===== src/rtl/fpu_addsub_pipe_pkg.sv =====
`default_nettype none
// +----------------------------------------------------------------------------+
// | fpu_addsub_pipe_pkg                                                        |
// | Shared FPU types: operand classes, exception flags, encoding helpers.      |
// | Revision: 1.0                                                              |
// +----------------------------------------------------------------------------+
package fpu_addsub_pipe_pkg;

  typedef enum logic [2:0] {ZERO, DENORM, NORMAL, INF, QNAN, SNAN} fpClass_t;

  typedef struct packed {
    logic invalid;
    logic overflow;
    logic underflow;
    logic inexact;
    logic zero;
  } fpFlags_t;

  // Canonical quiet NaN: positive, exponent all ones, fraction MSB set.
  function automatic logic [63:0] fpQnan(input int eDw, input int fDw);
    logic [63:0] v;
    v = ((64'd1 << eDw) - 64'd1) << fDw;
    v = v | (64'd1 << (fDw - 1));
    return v;
  endfunction

  function automatic logic [63:0] fpInf(input logic sign, input int eDw, input int fDw);
    logic [63:0] v;
    v = ((64'd1 << eDw) - 64'd1) << fDw;
    v = v | ({63'd0, sign} << (eDw + fDw));
    return v;
  endfunction

  function automatic logic rneInc(input logic lsb, input logic g, input logic r, input logic s);
    return g & (r | s | lsb);
  endfunction

endpackage
`default_nettype wire


===== src/rtl/fpu_lzc.sv =====
`default_nettype none
// +----------------------------------------------------------------------------+
// | fpu_lzc                                                                    |
// | Leading-zero counter; an all-zero input returns WIDTH.                     |
// | Revision: 1.0                                                              |
// +----------------------------------------------------------------------------+
module fpu_lzc #(
  parameter int WIDTH = 12,
  parameter int CW    = $clog2(WIDTH + 1)
) (
  input  logic [WIDTH-1:0] i_data,
  output logic [CW-1:0]    o_count
);

  always_comb begin
    o_count = CW'(WIDTH);
    for (int i = 0; i < WIDTH; i++) begin
      if (i_data[i]) o_count = CW'(WIDTH - 1 - i);
    end
  end

endmodule
`default_nettype wire


===== src/rtl/fpu_addsub_pipe.sv =====
`default_nettype none
// +----------------------------------------------------------------------------+
// | fpu_addsub_pipe                                                            |
// | 3-stage global-stall FP add/sub with RNE rounding and exception flags.     |
// | FPU_ADDSUB_DENORM_EN: honour denormals (else flush-to-zero).               |
// | Revision: 1.0                                                              |
// +----------------------------------------------------------------------------+
module fpu_addsub_pipe
  import fpu_addsub_pipe_pkg::*;
#(
  parameter  int E_DW = 8,
  parameter  int F_DW = 7,
  localparam int W    = 1 + E_DW + F_DW
) (
  input  logic         clk,
  input  logic         rst,
  input  logic         valid_i,
  output logic         ready_o,
  input  logic         is_sub_i,
  input  logic [W-1:0] op1_i,
  input  logic [W-1:0] op2_i,
  output logic         valid_o,
  input  logic         ready_i,
  output logic [W-1:0] res_o,
  output logic [4:0]   flags_o
);

  localparam int c_FW  = F_DW + 4;
  localparam int c_SW  = F_DW + 5;
  localparam int c_LZW = $clog2(c_SW + 1);
  localparam logic [E_DW-1:0] c_EMAX = '1;
  localparam logic [W-1:0]    c_QNAN = W'(fpQnan(E_DW, F_DW));
`ifdef FPU_ADDSUB_DENORM_EN
  localparam bit c_DENORM = 1'b1;
`else
  localparam bit c_DENORM = 1'b0;
`endif

  function automatic fpClass_t classify(input logic [E_DW-1:0] e, input logic [F_DW-1:0] f);
    if (e == '0) return (f == '0) ? ZERO : DENORM;
    if (e == c_EMAX) begin
      if (f == '0) return INF;
      return f[F_DW-1] ? QNAN : SNAN;
    end
    return NORMAL;
  endfunction

  // Returns {effective exponent, hidden bit, fraction} so magnitudes compare directly.
  function automatic logic [E_DW+F_DW:0] unpackMag(input fpClass_t c, input logic [E_DW-1:0] e,
                                                   input logic [F_DW-1:0] f);
    if (c == ZERO || (c == DENORM && !c_DENORM)) return '0;
    if (c == DENORM) return {E_DW'(1), 1'b0, f};
    return {e, 1'b1, f};
  endfunction

  logic w_stall;
  assign w_stall = valid_o & ~ready_i;
  assign ready_o = ~w_stall;

  // Stage 1: classify, swap, align
  fpClass_t            w_cls1, w_cls2;
  logic                w_sgn1, w_sgn2, w_swap, w_sgnL, w_sgnS;
  logic [E_DW+F_DW:0]  w_mag1, w_mag2, w_magL, w_magS;
  logic [E_DW:0]       w_diff, w_shAmt;
  logic [2*c_FW-1:0]   w_wide;
  logic [c_FW-1:0]     w_smallField;
  logic                w_spec, w_inv;
  logic [W-1:0]        w_specRes;

  always_comb begin
    w_cls1 = classify(op1_i[W-2:F_DW], op1_i[F_DW-1:0]);
    w_cls2 = classify(op2_i[W-2:F_DW], op2_i[F_DW-1:0]);
    w_sgn1 = op1_i[W-1];
    w_sgn2 = op2_i[W-1] ^ is_sub_i;
    w_mag1 = unpackMag(w_cls1, op1_i[W-2:F_DW], op1_i[F_DW-1:0]);
    w_mag2 = unpackMag(w_cls2, op2_i[W-2:F_DW], op2_i[F_DW-1:0]);
    w_swap = w_mag2 > w_mag1;
    w_magL = w_swap ? w_mag2 : w_mag1;
    w_magS = w_swap ? w_mag1 : w_mag2;
    w_sgnL = w_swap ? w_sgn2 : w_sgn1;
    w_sgnS = w_swap ? w_sgn1 : w_sgn2;
    w_diff = {1'b0, w_magL[E_DW+F_DW:F_DW+1]} - {1'b0, w_magS[E_DW+F_DW:F_DW+1]};
    w_shAmt = (w_diff > (E_DW+1)'(c_FW)) ? (E_DW+1)'(c_FW) : w_diff;
    w_wide = {w_magS[F_DW:0], 3'b000, {c_FW{1'b0}}} >> w_shAmt;
    w_smallField = w_wide[2*c_FW-1:c_FW] | {{(c_FW-1){1'b0}}, |w_wide[c_FW-1:0]};

    w_inv = (w_cls1 == SNAN) || (w_cls2 == SNAN) ||
            ((w_cls1 == INF) && (w_cls2 == INF) && (w_sgn1 != w_sgn2));
    w_spec = 1'b1;
    w_specRes = c_QNAN;
    if (w_inv || w_cls1 == QNAN || w_cls2 == QNAN) w_specRes = c_QNAN;
    else if (w_cls1 == INF) w_specRes = W'(fpInf(w_sgn1, E_DW, F_DW));
    else if (w_cls2 == INF) w_specRes = W'(fpInf(w_sgn2, E_DW, F_DW));
    else w_spec = 1'b0;
  end

  logic              r_s1Valid, r_s1SgnL, r_s1SgnS, r_s1Spec, r_s1Inv;
  logic [c_FW-1:0]   r_s1Large, r_s1Small;
  logic [E_DW-1:0]   r_s1Ex;
  logic [W-1:0]      r_s1SpecRes;

  // Stage 2: add/subtract and leading-zero count
  logic [c_SW-1:0]   w_sum;
  logic [c_LZW-1:0]  w_lzc;

  assign w_sum = (r_s1SgnL != r_s1SgnS) ? ({1'b0, r_s1Large} - {1'b0, r_s1Small})
                                        : ({1'b0, r_s1Large} + {1'b0, r_s1Small});

  fpu_lzc #(.WIDTH(c_SW), .CW(c_LZW)) u_lzc (
    .i_data  (w_sum),
    .o_count (w_lzc)
  );

  logic              r_s2Valid, r_s2Sgn, r_s2ZeroSgn, r_s2Spec, r_s2Inv;
  logic [c_SW-1:0]   r_s2Sum;
  logic [c_LZW-1:0]  r_s2Lzc;
  logic [E_DW-1:0]   r_s2Ex;
  logic [W-1:0]      r_s2SpecRes;

  // Stage 3: normalise, round, pack
  logic [c_FW-1:0]   w_norm;
  logic [E_DW:0]     w_exp;
  logic [E_DW-1:0]   w_expEnc;
  logic [W-2:0]      w_mag;
  logic              w_inexact, w_inc, w_tiny, w_ovf;
  int                w_lz, w_room, w_shift;
  logic [W-1:0]      w_res;
  fpFlags_t          w_flags;

  always_comb begin
    w_norm  = r_s2Sum[c_FW-1:0];
    w_exp   = {1'b0, r_s2Ex};
    w_lz    = 0;
    w_room  = 0;
    w_shift = 0;
    if (r_s2Sum[c_SW-1]) begin
      w_norm = {r_s2Sum[c_SW-1:2], r_s2Sum[1] | r_s2Sum[0]};
      w_exp  = w_exp + (E_DW+1)'(1);
    end else if (r_s2Sum != '0) begin
      // Stop normalising at exponent 1; whatever remains unnormalised is a denormal.
      w_lz    = int'(r_s2Lzc) - 1;
      w_room  = int'(r_s2Ex) - 1;
      w_shift = (w_lz < w_room) ? w_lz : w_room;
      w_norm  = w_norm << w_shift;
      w_exp   = w_exp - (E_DW+1)'(w_shift);
    end
    w_inexact = |w_norm[2:0];
    w_inc     = rneInc(w_norm[3], w_norm[2], w_norm[1], w_norm[0]);
    w_tiny    = ~w_norm[c_FW-1];
    w_expEnc  = w_tiny ? '0 : w_exp[E_DW-1:0];
    w_mag     = {w_expEnc, w_norm[c_FW-2:3]} + (W-1)'(w_inc);
    w_ovf     = (w_exp >= {1'b0, c_EMAX}) || (w_mag[W-2:F_DW] == c_EMAX);

    w_flags = '0;
    w_res   = {r_s2Sgn, w_mag};
    if (r_s2Spec) begin
      w_res = r_s2SpecRes;
      w_flags.invalid = r_s2Inv;
    end else if (r_s2Sum == '0) begin
      w_res = {r_s2ZeroSgn, {(W-1){1'b0}}};
      w_flags.zero = 1'b1;
    end else if (w_ovf) begin
      w_res = W'(fpInf(r_s2Sgn, E_DW, F_DW));
      w_flags.overflow = 1'b1;
      w_flags.inexact  = 1'b1;
    end else if (w_tiny && !c_DENORM) begin
      w_res = {r_s2Sgn, {(W-1){1'b0}}};
      w_flags.underflow = 1'b1;
      w_flags.inexact   = 1'b1;
      w_flags.zero      = 1'b1;
    end else begin
      w_flags.inexact   = w_inexact;
      w_flags.underflow = w_tiny & w_inexact;
      w_flags.zero      = (w_mag == '0);
    end
  end

  always_ff @(posedge clk) begin
    if (!w_stall) begin
      if (valid_i) begin
        r_s1Large   <= {w_magL[F_DW:0], 3'b000};
        r_s1Small   <= w_smallField;
        r_s1Ex      <= w_magL[E_DW+F_DW:F_DW+1];
        r_s1SgnL    <= w_sgnL;
        r_s1SgnS    <= w_sgnS;
        r_s1Spec    <= w_spec;
        r_s1Inv     <= w_inv;
        r_s1SpecRes <= w_specRes;
      end
      if (r_s1Valid) begin
        r_s2Sum     <= w_sum;
        r_s2Lzc     <= w_lzc;
        r_s2Ex      <= r_s1Ex;
        r_s2Sgn     <= r_s1SgnL;
        r_s2ZeroSgn <= r_s1SgnL & r_s1SgnS;
        r_s2Spec    <= r_s1Spec;
        r_s2Inv     <= r_s1Inv;
        r_s2SpecRes <= r_s1SpecRes;
      end
    end
  end

  always_ff @(posedge clk) begin
    if (rst) begin
      r_s1Valid <= 1'b0;
      r_s2Valid <= 1'b0;
      valid_o   <= 1'b0;
      res_o     <= '0;
      flags_o   <= '0;
    end else if (!w_stall) begin
      r_s1Valid <= valid_i;
      r_s2Valid <= r_s1Valid;
      valid_o   <= r_s2Valid;
      if (r_s2Valid) begin
        res_o   <= w_res;
        flags_o <= w_flags;
      end
    end
  end

endmodule
`default_nettype wire

===== config.mk =====
export PLATFORM = sky130hd
export DESIGN_NAME = fpu_addsub_pipe
export DESIGN_NICKNAME = d
export VERILOG_FILES = /design/src/rtl/fpu_addsub_pipe_pkg.sv /design/src/rtl/fpu_lzc.sv /design/src/rtl/fpu_addsub_pipe.sv
export SDC_FILE = /design/constraint.sdc
export NUM_CORES = 1
export LEC_CHECK = 0
export CORE_ASPECT_RATIO = 1.5
export CORE_UTILIZATION = 67
export CTS_BUF_LIST = sky130_fd_sc_hd__clkbuf_4 sky130_fd_sc_hd__clkbuf_8
export CTS_CLUSTER_DIAMETER = 120
export CTS_CLUSTER_SIZE = 12
export DETAILED_ROUTE_END_ITERATION = 6
export HOLD_SLACK_MARGIN = 0.1
export PLACE_DENSITY = 0.88
export SLEW_MARGIN = 20
export SYNTH_ARGS = -nofsm -noshare
export SYNTH_HDL_FRONTEND = slang
export SYNTH_SLANG_ARGS = --single-unit

===== constraint.sdc =====
create_clock -name clk -period 10.9 [get_ports clk]
set_input_delay 2.18 -clock clk [delete_from_list [all_inputs] [get_ports clk]]
set_output_delay 2.18 -clock clk [all_outputs]
set_load 0.005 [all_outputs]

==> results of run 1 <==
-- worst max-delay path by stage --
| stage | to | slack, ns | depth (start not counted) |
|---|---|---|---|
| finish | r_s1Small[0] | 2.57 | 19 |
| global route | r_s1Small[0] | 2.30 | 23 |
| floorplan | r_s1Small[0] | 3.27 | 25 |
| global placement | r_s1Small[0] | 2.34 | 24 |
| detailed placement | r_s1Small[0] | 2.37 | 19 |
| CTS | r_s1Small[0] | 2.76 | 19 |
-- state kept, by name (all words and copies together) (netlist names), 2 cells and up --
| signal | count |
|---|---|
| r_s1SpecRes | 2 |
| res_o | 16 |
| r_s2SpecRes | 2 |
| r_s1Large | 8 |
| r_s1Ex | 8 |
| r_s1Small | 11 |
| r_s2Ex | 8 |
| flags_o | 5 |
| r_s2Lzc | 4 |
| r_s2Sum | 12 |
-- final cells by class --
cell class              count  area (um^2)  area share
well taps                 156          195      0.0208
inverters                  55          206      0.0220
multi-input cells         852         5740       0.612
flip-flops and latches     87         2370       0.253
repair buffers             63          621      0.0661
clock buffers               9          124      0.0132
clock inverters             7          125      0.0133
-- power by group --
group	switching (W)	internal (W)
clock network	0.000122	0.000155
registers	0.0000226	0.000386
logic	0.000346	0.000215
-- metrics by stage --
| step | utilization | cell area (um^2) | worst slack [ns] |
|---|---|---|---|
| detailed placement | 0.734 | 9140 | 2.37 |
| CTS | 0.754 | 9380 | 2.76 |
| global route | 0.754 | 9380 | 2.30 |
| global placement | 0.734 | 9140 | 2.34 |
| finish | 0.754 | 9380 | 2.57 |
| floorplan | - | 8530 | 3.27 |
-- routing by layer --
layer	vias up	GRT usage	part of all wire
li1	3901	-	-
met1	3773	0.368	0.34
met2	428	0.667	0.53
met3	134	0.0641	0.058
met4	0	0.253	0.073
met5	-	0	0
-- cell usage after synthesis, drive strengths merged (6+ instances only) --
library cell,number,area (um^2)
o21ai,62,325
dfxtp,24,480
a21oi,45,225
and4,6,55.1
xor2,9,78.8
or2,7,43.8
o21a,12,90.1
and3,13,81.3
nor2b,12,75.1
nor3,29,150
nor4,20,204
a211oi,23,183
o31ai,9,81.3
nand3b,6,45.0
o211ai,19,148
ha,56,701
o21bai,6,45.0
xnor2,30,263
nor3b,8,65.1
and2,13,83.8
buf,11,67.6
nand2,148,563
nand2b,10,62.6
nor2,105,397
a31oi,10,62.6
mux2,13,146
clkbuf,38,144
edfxtp,63,1890
mux2i,29,303
a21boi,13,105
nand3,20,100
a211o,8,70.1
a21o,16,120
nand4,14,87.6
inv,55,206
or3,10,62.6
-- worst register-to-register path: cells and delay by family, from the launching register on --
| kind | cells | cell delay [ns] |
|---|---|---|
| AOI/OAI and AO/OA | 8 | 2.15 |
| and+or+nand+nor | 10 | 2.83 |
| xor gates and xnor gates | 1 | 0.15 |
| buffers and inverters | 2 | 0.46 |
| muxes | 1 | 0.50 |
| DFF | 1 | 0.59 |
| adders and majority gates | 3 | 0.99 |
-- logic make-up after synthesis --
kind of cell               Yosys count  share of synthesized area
and+or+nand+nor                    428                      0.251
buffers and inverters              104                     0.0490
xor gates and xnor gates            39                     0.0400
DFF                                 87                      0.278
AOI/OAI and AO/OA                  283                      0.238
adders and majority gates           59                     0.0881
muxes                               43                     0.0553
==> metrics.txt, run 1 <==
Fillers=approximately 940; clock slew at reported path FFs=~0.080 ns; fmax=about 0.12 GHz; clk_skew=around 0.012 ns; crit path time final=8.33 ns; CTS Hold Bufs=0; Total GRT Usage=0.366; root buf cell=clkbuf_8; Synth Flop Type=edfxtp_1; WHS=roughly 0.42 ns; Slew @ Worst Pin=1.13 ns; syn_nets=between 1,000 and 1,500; Post-DRT Antenna Nets=0; Setup crit end kind=flop; critical path peak fanout=35; WL final=roughly 23,000 um; Cell Count, Final, Fillers Out=approximately 1,200; cell leakage power=approximately 3.6 nW; Final Hold Vio Count=0; via count=8,236; setup repair bufs after CTS=0; Final TNS setup=0 ns; Area Overhead vs Synth=10.0%; Die ar.=0.0132 mm^2; worst skew pair latency=between 0.3 and 0.4 ns; crit path cell chain=clkdlybuf4s50_1 > nor4_2 > nand2_1 > nand2_1 > ha_1 > a211oi_1 > nor2_1 > or3_1 > and4_4 > o21ai_4 > mux2_2 > a2111oi_2 > o211ai_1 > a2111oi_4 > nand2_1 > o22ai_1 > o2111ai_1 > nor4bb_1 > o211ai_2; slowest CP cell=o21ai_4; CP max stage delay=approximately 0.74 ns; worst r2r src=r_s2Ex[0]; Critical Path RT=11.02 ns; std cell rows=50; VDD IR-drop max=77.9 uV; Placer Congestion=a little under 1; status=finished, final reports clean; Slew headroom=0.229; Synth Register Bits=a little under 90; PD cells=~130 mW/mm^2; CP most frequent cell=nand2_1; hold path depth=0; chip height=140 um; # placed instances=around 1,200; post-synthesis async set-or-reset flop share=0; Syn Inst Count=1,043; Longest Clk Path Bufs=2; hold_sp=r_s1Ex[0]; Worst Path Buf+Inv=1; initial antenna violation count=0; vias in the first global route=7,777; drt first pass iters=7; max-cap check violation count=0; most frequent cells in the layout=nand2_1 (145), nor2_1 (104), edfxtp_1 (63); Post-Synthesis Cell Area=0.00853 mm^2; Hold Path Class=reg2reg; startpoint types=primary input; CTS tree=done; Routed WL per cell=18.9 um; fin nets=about 1,200; Setup Viol. Count Final=0; post-CTS sizing=0; DRT iter0 DRCs=between 500 and 600; synth warn=0; Overflow after GRT=0; reg2reg path depth=25; reg2reg setup slack=between 3 and 4 ns; total clock sinks=a little under 90; residual DRC count=0; largest net degree at the start of global routing=36; # diodes=0; port bufs=slightly below 60; Crit Path Class=in2reg; largest delay contributor family on the critical path=simple AND/OR/NAND/NOR gates; Worst R2R End=res_o[4]; commonest non-fill, non-tap cell in the layout=nand2_1; vias per cell=about 6.7; die width=about 94 um; core area=around 0.012 mm^2; period utilization=0.764; DP HPWL=approximately 18,000 um; I/O Pins=60; RSZ-0062 raised after global routing=no; Starting Density=0.685; Worst setup startpoint=op1_i[11]; global-route wire length before repair=approximately 37,000 um; crit path DAT=approximately 8.5 ns; CTS Buf Count=9; post-synth cell types=slightly below 100; CTS H-tree depth=3; share of layout cells above drive strength 1=0.0736; Post-synth EDFFs=63; register area share after synthesis=0.278; Final Slew Violations=0; Hold Crit Endpoint=r_s2Ex[0]; total power=0.00125 W; Avg Cell Area, Syn=between 8 and 9 um^2
(Power assumes the default switching activity.)
==> run 2, diff against run 1 <==
--- a/config.mk
+++ b/config.mk
@@ -6,13 +6,13 @@
 export NUM_CORES = 1
 export LEC_CHECK = 0
 export CORE_ASPECT_RATIO = 1.5
-export CORE_UTILIZATION = 67
+export CORE_UTILIZATION = 62
 export CTS_BUF_LIST = sky130_fd_sc_hd__clkbuf_4 sky130_fd_sc_hd__clkbuf_8
 export CTS_CLUSTER_DIAMETER = 120
 export CTS_CLUSTER_SIZE = 12
 export DETAILED_ROUTE_END_ITERATION = 6
 export HOLD_SLACK_MARGIN = 0.1
-export PLACE_DENSITY = 0.88
+export PLACE_DENSITY = 0.82
 export SLEW_MARGIN = 20
 export SYNTH_ARGS = -nofsm -noshare
 export SYNTH_HDL_FRONTEND = slang
==> constraint.sdc (replaced) <==
create_clock -name clk -period 8.5 [get_ports clk]
set_input_delay 1.7 -clock clk [delete_from_list [all_inputs] [get_ports clk]]
set_output_delay 1.7 -clock clk [all_outputs]
set_load 0.005 [all_outputs]
==> run 2 against run 1 <==
The flow now finishes with violations (design-rule violations). Global-route usage decreased by 3.4 points. Clock-buffer cell count unchanged. Critical endpoint unchanged. Sequential power grew 27%. First-iteration DRC count is 20% lower. Core utilization decreased by 5.9 points. Sequential share of layout area rose by 0.064 points. Non-clock buffer count up 4. Combinational power is 29% higher. Critical path depth did not move. Register-to-register slack got worse by 2.0 ns. Via count decreased by 1.6%.
==> metrics.txt, run 2 (synthesis results as in run 1) <==
hold path depth=0; VDD IR-drop max=92.6 uV; startpoint types=primary input; Cell Count, Final, Fillers Out=roughly 1,200; Worst Path Buf+Inv=1; Die ar.=about 0.014 mm^2; vias per cell=roughly 6.5; max-cap check violation count=0; sw frac=0.420; I/O Pins=60; Placer Congestion=between 1 and 1.5; DRT iter0 DRCs=~420; crit path time final=approximately 7.7 ns; top flop regs=res_o: 16 flops, r_s2Sum: 12 flops, r_s1Small: 11 flops; vias in the first global route=around 8,000; largest delay contributor family on the critical path=compound AO/OA/AOI/OAI gates; die width=97.8 um; Total GRT Usage=0.332; total clock sinks=87; Setup Viol. Count Final=0; CP most frequent cell=nand2_1; chip height=146 um; Area Overhead vs Synth=9.72%; power share of the clock group=0.185; post-CTS sizing=0; fmax=about 0.13 GHz; Final Slew Violations=0; drt first pass iters=7; CTS H-tree depth=3; slowest CP cell=o21ai_4; WHS=between 0.4 and 0.5 ns; Final Hold Vio Count=0; Starting Density=0.633; Largest Register=res_o; max reg flops=16; area post-placement=between 0.009 and 0.01 mm^2; DP HPWL=between 15,000 and 20,000 um; clk_skew=approximately 0.017 ns; Longest Clk Path Bufs=2; PD cells=roughly 160 mW/mm^2; reg2reg path depth=23; # diodes=0; CTS Buf Count=9; Slew headroom=0.235; worst setup margin=between 0.7 and 0.8 ns; crit path cell chain=clkdlybuf4s50_1 > nor4_2 > nand2_1 > nand2_1 > ha_1 > a211oi_1 > nor2_1 > or3_1 > and4_4 > o21ai_4 > mux2_2 > a2111oi_2 > o211ai_1 > a2111oi_4 > nand2_1 > o22ai_1 > o2111ai_1 > nor4bb_1 > o211ai_2; Overflow after GRT=0; via count=8,102; port bufs=59; failing checks=design-rule violations; Logic pwr share=0.474; cell leakage power=roughly 3.6 nW; fin nets=1,167; internal power=between 0.0008 and 0.0009 W; std cell rows=52; root buf cell=clkbuf_8; global-route wire length before repair=37,800 um; CTS tree=done; Setup crit end kind=flop; setup repair bufs after CTS=0; period utilization=0.907; RSZ-0062 raised after global routing=no; commonest non-fill, non-tap cell in the layout=nand2_1; critical path peak fanout=35; Slew @ Worst Pin=1.12 ns; # placed instances=around 1,200; worst skew pair latency=roughly 0.38 ns; most frequent cells in the layout=nand2_1 (145), nor2_1 (104), edfxtp_1 (63); critical path depth=19; Crit Path Class=in2reg; Critical Path RT=between 8 and 9 ns; WL final=23,400 um; CP max stage delay=between 0.7 and 0.8 ns; residual DRC count=12; largest net degree at the start of global routing=36; pre-CTS setup slack=between 0.4 and 0.5 ns; sequential power share=0.341; share of layout cells above drive strength 1=0.0771; Net Sw Power=approximately 0.00064 W; Final TNS setup=0 ns; initial antenna violation count=0; Hold Path Class=reg2reg; post-route cell area=0.00936 mm^2; Post-DRT Antenna Nets=0; CTS Hold Bufs=0; clock slew at reported path FFs=0.09 ns; core area=0.0135 mm^2; status=complete, but fails checks; Routed WL per cell=18.9 um; crit path DAT=7.84 ns
run 2: path summary, 6_finish.rpt:
path	from	slack (ns)	end
worst max-delay path	op1_i[11]	0.79	r_s1Small[0]
worst min-delay path	r_s1Ex[7]	0.43	r_s2Ex[7]
worst max register to register	r_s2Ex[0]	1.06	res_o[3]
worst min register to register	r_s1Ex[7]	0.43	r_s2Ex[7]
run 2: metal layers:
metal  routed length, um  up-vias  track usage
met4                1690        0        0.247
li1                    -     3903            -
met2               12600      340        0.633
met5                   0        -            0
met3                1070      105       0.0413
met1                8020     3754        0.320
run 2: power by group through the flow:
stage               logic [W]  registers (W)  clock network, W
floorplan            0.000541       0.000518                 0
global placement     0.000698       0.000528                 0
detailed placement   0.000708       0.000529                 0
CTS                  0.000711       0.000520          0.000287
global route         0.000791       0.000524          0.000299
finish               0.000724       0.000520          0.000282
run 2: final cells by class:
cell class	instances	area, um^2
multi-input combinational	852	5740
fill	1121	4110
sequential	87	2370
timing repair buffer	67	651
inverter	55	206
tap	162	203
clock buffer	9	124
clock inverter	7	63.8
run 2: per-stage QoR:
stage	util	total power, W
2_1_floorplan	-	0.00106
3_3_place_gp	0.681	0.00123
3_5_place_dp	0.681	0.00124
4_1_cts	0.695	0.00152
5_1_grt	0.695	0.00161
6_report	0.695	0.00153
==> run 3, diff against run 2 <==
==> constraint.sdc (replaced) <==
create_clock -name clk -period 7.2 [get_ports clk]
set_input_delay 1.44 -clock clk [delete_from_list [all_inputs] [get_ports clk]]
set_output_delay 1.44 -clock clk [all_outputs]
set_load 0.005 [all_outputs]
==> run 3 against run 2 <==
Global-route usage grew 0.94 points. Clock-buffer cell count stayed put. The run still ends with design-rule violations left. Register-to-register slack got worse by 0.58 ns. Wire length grew 2.1%. Setup slack worse by 0.34 ns. Flip-flop and latch count stayed put. First-iteration DRC count grew 2.1%.
==> metrics.txt, run 3 (synthesis results as in run 1) <==
max-cap check violation count=0; post-layout util=0.720; Final Slew Violations=0; vias per cell=approximately 6.5; Routed WL per cell=~19 um; Largest Register=res_o; PD cells=about 190 mW/mm^2; Slew @ Worst Pin=about 0.84 ns; Die ar.=between 0.01 and 0.015 mm^2; core area=0.0135 mm^2; startpoint types=primary input; status=complete, but fails checks; largest net degree at the start of global routing=34; # diodes=0; Critical Path RT=7.34 ns; CTS H-tree depth=3; period utilization=0.938; crit path time final=6.75 ns; Crit Path Class=in2reg; Overflow after GRT=0; critical path peak fanout=9; Final TNS setup=0 ns; global-route wire length before repair=between 30,000 and 40,000 um; reg2reg setup slack=0.48 ns; Starting Density=0.633; Slew headroom=0.433; Placer Congestion=0.992; VDD IR-drop max=92.4 uV; chip height=around 150 um; most frequent cells in the layout=nand2_1 (145), nor2_1 (104), edfxtp_1 (63); Post-DRT Antenna Nets=0; clock slew at reported path FFs=approximately 0.10 ns; fmax=about 0.15 GHz; Area Overhead vs Synth=13.7%; std cell rows=52; top flop regs=res_o: 16 flops, r_s2Sum: 12 flops, r_s1Small: 11 flops; DRT iter0 DRCs=about 430; Final Hold Vio Count=0; crit path DAT=about 7 ns; post-route cell area=roughly 0.0097 mm^2; Setup crit end kind=flop; failing checks=design-rule violations; clk_skew=about 0.013 ns; DP HPWL=between 15,000 and 20,000 um; I/O Pins=60; via count=8,330; drt first pass iters=7; share of layout cells above drive strength 1=0.114; die width=97.8 um; initial antenna violation count=0; max reg flops=16; total clock sinks=between 80 and 90; Hold Path Class=reg2reg; CTS Buf Count=9; RSZ-0062 raised after global routing=no; root buf cell=clkbuf_8; CTS tree=done; cell leakage power=between 3 and 4 nW; commonest non-fill, non-tap cell in the layout=nand2_1; vias in the first global route=just over 8,000; WL final=23,900 um; worst skew pair latency=0.38 ns; fin nets=roughly 1,200; port bufs=59; Total GRT Usage=0.341; Longest Clk Path Bufs=2; Setup Viol. Count Final=0; residual DRC count=12; area post-placement=~0.0095 mm^2
## run 3: report_power, final
part / switching [W] / leakage [nW] / total (W) / internal, W
clock network: 0.000206 / 0.100 / 0.000342 / 0.000136
registers: 0.0000262 / 0.799 / 0.000610 / 0.000584
logic: 0.000541 / 2.95 / 0.000909 / 0.000368
total: 0.000774 / 3.85 / 0.00186 / 0.00109
## run 3: stage by stage
stage          cells  worst slack [ns]  hold slack, ns  total power, W
4_1_cts         1283             0.442           0.426         0.00185
6_report        1284             0.446           0.423         0.00186
2_1_floorplan   1043             0.305           0.400         0.00125
5_1_grt         1284            0.0279           0.437         0.00196
3_5_place_dp    1267            0.0788           0.405         0.00151
3_3_place_gp    1267             0.217           0.400         0.00149
## run 3: critical path: stages
cell             delay (ns)
clkdlybuf4s50_1        0.46
nor4_4                 0.36
nand2_1                0.27
and2_1                 0.27
ha_1                   0.28
and4_1                 0.21
and2_1                 0.17
nand4_1                0.16
or2_1                  0.27
a21boi_2               0.18
a21oi_1                0.18
ha_1                   0.26
nor2_1                 0.07
o211ai_1               0.08
o311ai_0               0.18
and2_1                 0.20
a21o_1                 0.18
a2111oi_4              0.40
buf_4                  0.20
a41oi_1                0.12
o221ai_1               0.34
o31a_1                 0.19
nor4bb_1               0.31
o211ai_2               0.12
## run 3: final timing paths
kind	cells after the start	end	from
min reg2reg	0	r_s2Ex[6]	r_s1Ex[6]
min	0	r_s2Ex[6]	r_s1Ex[6]
max	24	r_s1Small[0]	op2_i[11]
max reg2reg	25	flags_o[0]	r_s2Ex[1]
## run 3: metal layers
metal / track usage / share of wire / up-vias
met3: 0.0423 / 0.036 / 120
met5: 0 / 0 / -
met2: 0.651 / 0.54 / 303
li1: - / - / 4009
met4: 0.273 / 0.074 / 0
met1: 0.321 / 0.35 / 3898
## run 3: cell type report
cell class,instances,area (um^2)
Multi-Input combinational cell,852,5740
Fill cell,1088,3760
Sequential cell,87,2370
Timing Repair Buffer,112,988
Inverter,55,206
Tap cell,162,203
Clock buffer,9,124
Clock inverter,7,68.8
## run 3: timing repair
action | CTS | global route
setup buffers | 0 | 1
resized for setup | 0 | 0
setup endpoints to repair | 0 | 1
hold buffers | 0 | 0
